`config.mk`:
```
export PLATFORM = sky130hd
export DESIGN_NAME = shake_arbiter
export DESIGN_NICKNAME = d
export VERILOG_FILES = /design/src/rtl/shake_arb_pkg.sv /design/src/rtl/rr_pick.sv /design/src/rtl/shake_arbiter.sv
export SDC_FILE = /design/constraint.sdc
export NUM_CORES = 1
export LEC_CHECK = 0
export CORE_AREA = 2 2 203 205
export CTS_BUF_LIST = sky130_fd_sc_hd__clkbuf_16
export CTS_CLUSTER_SIZE = 12
export DETAILED_ROUTE_END_ITERATION = 8
export DIE_AREA = 0 0 205 207
export SKIP_CTS_REPAIR_TIMING = 1
export SLEW_MARGIN = 5
export SYNTH_ARGS = -nofsm -noshare
export SYNTH_HDL_FRONTEND = slang
export SYNTH_SLANG_ARGS = --single-unit
```
`constraint.sdc`:
```
create_clock -name clk -period 2.5 [get_ports clk]
set_clock_uncertainty 0.2 [all_clocks]
set_input_delay 0.25 -clock clk [delete_from_list [all_inputs] [get_ports clk]]
set_output_delay 0.25 -clock clk [all_outputs]
set_load 0.01 [all_outputs]
```
`src/rtl/shake_arb_pkg.sv`:
```
// Shared types and constants for the SHAKE core arbiter
// and the sampler clients that use it.
package shake_arb_pkg;

    typedef enum logic [1:0] {
        IDLE,
        CLEAR,
        OWNED,
        RELEASE
    } arb_state_t;

    localparam logic SHAKE128 = 1'b0;
    localparam logic SHAKE256 = 1'b1;

    localparam int RATE128 = 1344;
    localparam int RATE256 = 1088;

endpackage

```
`src/rtl/rr_pick.sv`:
```
// Round-robin selection: first set request at or after ptr,
// wrapping around. Purely combinational.
module rr_pick #(
    parameter int NREQ = 4,
    parameter int ID_W = $clog2(NREQ)
) (
    input  logic [NREQ-1:0] req,
    input  logic [ID_W-1:0] ptr,
    output logic            valid,
    output logic [ID_W-1:0] idx
);
    import shake_arb_pkg::*;

    int k;

    always_comb begin
        valid = 1'b0;
        idx   = '0;
        k     = 0;
        for (int i = 0; i < NREQ; i++) begin
            k = int'(ptr) + i;
            if (k >= NREQ) k = k - NREQ;
            if (!valid && req[k]) begin
                valid = 1'b1;
                idx   = ID_W'(k);
            end
        end
    end

endmodule

```
`src/rtl/shake_arbiter.sv`:
```
// Shares one SHAKE sponge among NREQ clients: round-robin grant,
// one-cycle sponge clear, then handshake pass-through until release.
module shake_arbiter
    import shake_arb_pkg::*;
#(
    parameter int NREQ          = 4,
    parameter int DATA_IN_BITS  = 64,
    parameter int DATA_OUT_BITS = 64,
    parameter int LEN_W         = $clog2(DATA_IN_BITS) + 1,
    parameter int ID_W          = $clog2(NREQ)
) (
    input  logic                         clk,
    input  logic                         rst_n,
    input  logic [NREQ-1:0]              req,
    input  logic [NREQ-1:0]              req_mode,
    output logic [NREQ-1:0]              gnt,
    input  logic [NREQ*DATA_IN_BITS-1:0] c_data_in,
    input  logic [NREQ-1:0]              c_in_valid,
    input  logic [NREQ-1:0]              c_in_last,
    input  logic [NREQ-1:0]              c_out_ready,
    input  logic [NREQ*LEN_W-1:0]        c_last_len,
    output logic [NREQ-1:0]              c_in_ready,
    output logic [NREQ-1:0]              c_out_valid,
    output logic [DATA_OUT_BITS-1:0]     c_data_out,
    output logic [DATA_IN_BITS-1:0]      shake_data_in,
    output logic                         in_valid,
    output logic                         in_last,
    output logic                         out_ready,
    output logic [LEN_W-1:0]             last_len,
    output logic                         shake_clear,
    output logic                         shake_mode,
    input  logic [DATA_OUT_BITS-1:0]     shake_data_out,
    input  logic                         out_valid,
    input  logic                         in_ready,
    output logic                         busy,
    output logic [ID_W-1:0]              owner,
    output logic                         err_abort
);

    arb_state_t      state;
    logic [ID_W-1:0] rr_ptr;
    logic [ID_W-1:0] pick_idx;
    logic            pick_valid;
    logic            owned;
    logic            absorb_open;
    logic            absorb_open_nx;

    rr_pick #(
        .NREQ (NREQ),
        .ID_W (ID_W)
    ) u_pick (
        .req   (req),
        .ptr   (rr_ptr),
        .valid (pick_valid),
        .idx   (pick_idx)
    );

    assign owned = (state == OWNED);
    assign busy  = (state != IDLE);

    // Everything below muxes on the registered owner only.
    always_comb begin
        in_valid      = owned & c_in_valid[owner];
        in_last       = owned & c_in_last[owner];
        out_ready     = owned & c_out_ready[owner];
        shake_data_in = '0;
        last_len      = '0;
        c_data_out    = '0;
        if (owned) begin
            shake_data_in = c_data_in[int'(owner)*DATA_IN_BITS +: DATA_IN_BITS];
            last_len      = c_last_len[int'(owner)*LEN_W +: LEN_W];
            c_data_out    = shake_data_out;
        end
        c_in_ready         = '0;
        c_out_valid        = '0;
        c_in_ready[owner]  = owned & in_ready;
        c_out_valid[owner] = owned & out_valid;
    end

    always_comb begin
        absorb_open_nx = absorb_open;
        if (in_valid && in_ready) absorb_open_nx = !in_last;
    end

    always_ff @(posedge clk) begin
        if (!rst_n) begin
            state       <= IDLE;
            gnt         <= '0;
            owner       <= '0;
            rr_ptr      <= '0;
            shake_mode  <= SHAKE128;
            shake_clear <= 1'b0;
            err_abort   <= 1'b0;
            absorb_open <= 1'b0;
        end else begin
            shake_clear <= 1'b0;
            unique case (state)
                IDLE: begin
                    if (pick_valid) begin
                        owner       <= pick_idx;
                        gnt         <= NREQ'(1) << pick_idx;
                        shake_mode  <= req_mode[pick_idx];
                        shake_clear <= 1'b1;
                        state       <= CLEAR;
                    end
                end
                CLEAR: begin
                    absorb_open <= 1'b0;
                    state       <= OWNED;
                end
                OWNED: begin
                    absorb_open <= absorb_open_nx;
                    if (!req[owner]) begin
                        gnt   <= '0;
                        state <= RELEASE;
                        // A message cut short mid-absorb is flagged.
                        if (absorb_open_nx) err_abort <= 1'b1;
                    end
                end
                RELEASE: begin
                    if (int'(owner) == NREQ - 1) rr_ptr <= '0;
                    else rr_ptr <= owner + ID_W'(1);
                    state <= IDLE;
                end
                default: state <= IDLE;
            endcase
        end
    end

endmodule

```
==> results_dict.tcl, run 1 <==
set metrics [dict create \
    status "finished, violations left" \
    violations "setup timing" \
    ff2ff_path_depth 7 \
    grt_max_degree 90 \
    clockRootBuffer "clkbuf_16" \
    path_max_fanout 10 \
    fp.dieW_um 205 \
    yosysMostFrequentCell "and2_1" \
    switching_share_pct 36.2 \
    clock-sinks 14 \
    drt_iter0_markers 171 \
    synthToLayoutAreaGrowth_pct 189 \
    endpoint_kind "output port" \
    place_ws_ns 0.0651 \
    die_area_mm2 0.0424 \
    io_pins 528 \
    vias_per_cell 3.61 \
    worstPathArrival_ns 2.09 \
    crit_start "owner[0]$_SDFFE_PN0P_" \
    rows 74 \
    max_cap_viol_count 0 \
    place_inst 1388 \
    synthTopCellsByArea "mux4_2, and2_1, dfxtp_1" \
    path_common_cell "buf_4" \
    antenna_found_initial 4 \
    drive_gt1_share_pct 15.1 \
    grt_pass1_wl_um 35900 \
    coreArea_mm2 0.0404 \
    power_frac_clock_pct 7.3 \
    holdPathStages 2 \
    maxSlewHeadroom_pct 78.5 \
    seq_area_frac_synth_pct 8.00 \
    antenna_left 0 \
    highest_layer "met5" \
    first_pass_iters 4 \
    grt_overflow 0 \
    post-route-period-util_pct 102 \
    crit_chain "buf_4 -> buf_16 -> buf_4 -> buf_12 -> mux4_2 -> and2_1 -> dlymetal6s2s_1" \
    hold_violations 0 \
    nets 1259 \
    hp-class "flop to flop" \
    slew_viol_final 0 \
    clk_pin_slew_ns 0.05 \
    via_count 5094 \
    ys_warn_count 0 \
    final_core_utilization_pct 25.1 \
    syn_nets 715 \
    worst_pin_slew_ns 0.321 \
    setup_slack_ns -0.0447 \
    dr_wl_met2_um 13600 \
    cts_tree "built" \
    h-tree-depth 1 \
    routed_wl_um 27200 \
    layout_min_cycle_time_ns 2.54 \
    met1Wirelength_um 10700 \
    cts_buffers 3 \
    criticalPathCategory "flop to output port" \
    synth_edf_count 0 \
    design_power_total_w 0.00427 \
    syn_avg_cell_area_um2 10.4 \
    cp-endpoint "shake_data_in[45]" \
    insertion_delay_ns 0.25 \
    synthCells 336 \
    crit_path_start_kind "flop" \
    port_buffers 527 \
    ys_seq_elements 14 \
    cp.depth 7 \
    drc 0 \
    dpl.hpwl_um 22500 \
    hold_ws_ns 0.254 \
    grt_pass1_vias 5455 \
    rrSetupSlack_ns 0.36 \
    internal_power_w 0.00272 \
    routed-wl-met3_um 2660 \
    combPwrFrac_pct 84.9 \
    rr_startpoint "owner[0]$_SDFFE_PN0P_" \
    required_ns 2.05 \
    synth_common_cells "and2_1, mux4_2, clkbuf_1" \
    p_sw_w 0.00155 \
    critPathBufInv 5 \
    synth_top_cell_area_share_pct 48.2 \
    start_util_pct 8.68 \
    gp_congestion 0.957 \
    cts_buffer_depth 2 \
    die_h_um 207 \
    vdd_drop_max_v 0.000295 \
    power_leakage_nw 4.88 \
    p_seq_share_pct 7.9 \
    synth_top_area_cell "mux4_2" \
    synth_ff_type "dfxtp_1" \
    fmax_mhz 393 \
    reg2reg_to "gnt[2]$_SDFFE_PN0P_" \
    fin_cells 1413 \
    netlist_area_mm2 0.00350 \
    rsz0062_at_grt "true" \
    async_flop_share_pct 0 \
    slowest_stage "mux4_2" \
    critPathTopFamily "buffers and inverters" \
    setup-violations-final 8 \
    synth_cell_types 31 \
    p_per_area_mw_per_mm2 421 \
    wl_per_cell_um 19.3 \
    cp_slowest_stage_delay_ns 0.51 \
    grt_usage_pct 11.2 \
]
per-stage QoR:
step	TNS [ns]	area, um^2
after floorplan	0	3500
after global placement	0	9590
after global routing	-1.42	10100
final	-0.154	10100
after CTS	-6.73	9670
after detailed placement	0	9590
worst min-delay path by stage:
stage / start / end / slack [ns]
after floorplan: rst_n / err_abort$_SDFFE_PN0P_ / 0.16
after global placement: absorb_open$_SDFFE_PN0P_ / absorb_open$_SDFFE_PN0P_ / 0.25
after detailed placement: err_abort$_SDFFE_PN0P_ / err_abort$_SDFFE_PN0P_ / 0.25
after CTS: err_abort$_SDFFE_PN0P_ / err_abort$_SDFFE_PN0P_ / 0.26
after global routing: err_abort$_SDFFE_PN0P_ / err_abort$_SDFFE_PN0P_ / 0.29
final: err_abort$_SDFFE_PN0P_ / err_abort$_SDFFE_PN0P_ / 0.25
flip-flops by register name (all words and copies together), names as in the netlist:
signal / flops
state: 2
rr_ptr: 2
gnt: 4
err_abort: 1
shake_mode: 1
owner: 2
absorb_open: 1
shake_clear: 1
worst reg2reg max path, cell delays in order (launching register included):
cell	delay (ns)
dfxtp_4	0.43
buf_4	0.15
clkbuf_16	0.16
buf_12	0.13
mux4_2	0.34
a32oi_4	0.24
a21oi_2	0.13
a22o_1	0.25
cell families after synthesis:
logic type,share of synthesized area [%]
AO/OA/AOI/OAI,4.14
adder cells (fa/ha/maj),2.50
buffers and inverters,5.61
flip-flops,8.00
multiplexers,50.2
AND/OR/NAND/NOR,29.5
metal layers:
layer	vias to the layer above	global-route usage (%)
met5	-	0
met3	17	3.29
met2	299	20.8
met1	2439	13.0
met4	2	1.17
li1	2337	-
power by group through the flow:
stage / Clock, W / Sequential [W] / Combinational (W)
detailed placement: 0 / 0.000328 / 0.00347
global placement: 0 / 0.000331 / 0.00344
CTS: 0.000315 / 0.000327 / 0.00348
floorplan: 0 / 0.000326 / 0.00153
global route: 0.000327 / 0.000345 / 0.00390
finish: 0.000310 / 0.000336 / 0.00362
cells in the final DEF, fill, tap and decap left out, drive strengths merged, types with 3 or more instances in the layout:
cell / synthesis / final
clkdlybuf4s50: 0 / 447
and2: 138 / 138
dlymetal6s2s: 0 / 78
mux4: 75 / 75
buf: 15 / 43
dfxtp: 14 / 14
nor2: 10 / 10
inv: 9 / 9
and3: 8 / 8
clkbuf: 19 / 8
mux2i: 7 / 7
ha: 7 / 7
nand2: 6 / 6
a21oi: 5 / 5
nand2b: 3 / 3
o21ai: 3 / 3
cell type report:
cell class | instances | area (um^2)
antenna | 2 | 5.00
clock buffer | 3 | 75.1
clock inverter | 1 | 3.75
fill | 4289 | 30200
inverter | 9 | 33.8
multi-input combinational | 279 | 3040
sequential | 14 | 288
tap | 532 | 666
timing repair buffer | 573 | 6020
No activity file was read; power rests on OpenSTA's default activity.
==> run 2, diff against run 1 <==
--- a/config.mk
+++ b/config.mk
@@ -11,6 +11,7 @@
 export DETAILED_ROUTE_END_ITERATION = 8
 export DIE_AREA = 0 0 205 207
 export SKIP_CTS_REPAIR_TIMING = 1
+export SKIP_LAST_GASP = 1
 export SLEW_MARGIN = 5
 export SYNTH_ARGS = -nofsm -noshare
 export SYNTH_HDL_FRONTEND = slang
==> run 2 against run 1 <==
  * The run still ends with setup timing left
  * Cell count did not move
  * Count of clock-buffer cells in the layout did not move
  * Sequential cell count did not move
  * Global-route usage did not move
  * Register-to-register slack barely moved
  * Total power rose by 0.13%
  * Routed wire length fell by 0.32%
  * Sequential share of layout area barely moved
  * Combinational power barely moved
  * Via count rose by 0.18%
  * Clock power barely moved
  * Critical path type unchanged
  * Highest routed layer unchanged
==> results_dict.tcl, run 2 (synthesized netlist as in run 1, its figures left out) <==
set metrics [dict create \
    p_per_area_mw_per_mm2 424 \
    start_util_pct 8.68 \
    h-tree-depth 1 \
    grt_pass1_vias 5455 \
    required_ns 2.05 \
    antenna_left 0 \
    fin_cells 1413 \
    largest_reg_flops 4 \
    crit_path_start_kind "flop" \
    routed_wl_um 27100 \
    final_common_cell "clkdlybuf4s50_1" \
    slew_viol_final 0 \
    max_cap_viol_count 0 \
    dpl.hpwl_um 22500 \
    path_max_fanout 13 \
    endpoint_kind "output port" \
    setup-violations-final 15 \
    status "finished, violations left" \
    worst_pin_slew_ns 0.329 \
    worstPathArrival_ns 2.14 \
    hp-class "flop to flop" \
    gp_congestion 0.957 \
    place_inst 1388 \
    clockRootBuffer "clkbuf_16" \
    fp.dieW_um 205 \
    drt_iter0_markers 182 \
    post-route-period-util_pct 103 \
    hold_ws_ns 0.254 \
    clock-sinks 14 \
    tns_ns -0.473 \
    first_pass_iters 4 \
    highest_layer "met5" \
    vdd_drop_max_v 0.000295 \
    antenna_found_initial 4 \
    met1Wirelength_um 10700 \
    nFillCells 4294 \
    grt_overflow 0 \
    cts_buffers 3 \
    drc 0 \
    wl_per_cell_um 19.2 \
    coreArea_mm2 0.0404 \
    grt_max_degree 90 \
    mostFrequentLayoutCells "clkdlybuf4s50_1, and2_1, mux4_2, dlymetal6s2s_1, buf_4" \
    dr_wl_met2_um 13600 \
    layout_min_cycle_time_ns 2.59 \
    power_leakage_nw 4.59 \
    routed-wl-met3_um 2560 \
    hold_violations 0 \
    port_buffers 527 \
    insertion_delay_ns 0.25 \
    synthToLayoutAreaGrowth_pct 188 \
    regMostFlops "gnt" \
    vias_per_cell 3.61 \
    via_count 5103 \
    design_power_total_w 0.00427 \
    setup_slack_ns -0.0871 \
    rsz0062_at_grt "true" \
    rows 74 \
    violations "setup timing" \
    grt_pass1_wl_um 35900 \
    grt_usage_pct 11.2 \
    cts_buffer_depth 2 \
    die_h_um 207 \
    clk_pin_slew_ns 0.05 \
    drive_gt1_share_pct 15.0 \
    fmax_mhz 387 \
    final_core_utilization_pct 25.0 \
    criticalPathCategory "flop to output port" \
    cts_tree "built" \
    maxSlewHeadroom_pct 78.0 \
    io_pins 528 \
    nets 1259 \
    die_area_mm2 0.0424 \
]
run 2: critical path: stages, from the launching register on:
cell,delay [ns]
dfxtp_4,0.42
buf_16,0.19
mux4_2,0.58
and2_1,0.18
clkdlybuf4s50_1,0.48
run 2: where the power goes:
group	switching, W	internal [W]
clock	0.0000989	0.000212
sequential	0.0000556	0.000280
combinational	0.00139	0.00224
total	0.00155	0.00273
run 2: layout make-up:
cell class / count / area, um^2 / area share (%)
Tap cell: 532 / 666 / 6.60
Sequential cell: 14 / 288 / 2.85
Inverter: 9 / 33.8 / 0.335
Timing Repair Buffer: 573 / 5980 / 59.2
Clock inverter: 1 / 3.75 / 0.0372
Antenna cell: 2 / 5.00 / 0.0496
Clock buffer: 3 / 75.1 / 0.744
Multi-Input combinational cell: 279 / 3040 / 30.1
run 2: worst paths after layout:
| kind | slack, ns | cells after the start | startpoint | end |
|---|---|---|---|---|
| setup / recovery | -0.09 | 4 | owner[0]$_SDFFE_PN0P_ | in_valid |
| hold / removal | 0.25 | 2 | err_abort$_SDFFE_PN0P_ | err_abort$_SDFFE_PN0P_ |
| setup reg to reg | 0.37 | 7 | owner[0]$_SDFFE_PN0P_ | gnt[2]$_SDFFE_PN0P_ |
| hold reg to reg | 0.25 | 2 | err_abort$_SDFFE_PN0P_ | err_abort$_SDFFE_PN0P_ |
run 2: metal layers:
metal,GRT usage (%),vias up
met5,0,-
met4,1.17,2
met1,13.0,2452
li1,-,2336
met3,3.29,17
met2,20.8,296
run 2: metrics by stage:
step | cell area [um^2] | worst slack (ns)
2_1_floorplan | 3500 | 0.296
4_1_cts | 9670 | -0.204
5_1_grt | 10100 | -0.174
3_3_place_gp | 9590 | 0.0711
3_5_place_dp | 9590 | 0.0651
6_report | 10100 | -0.0871
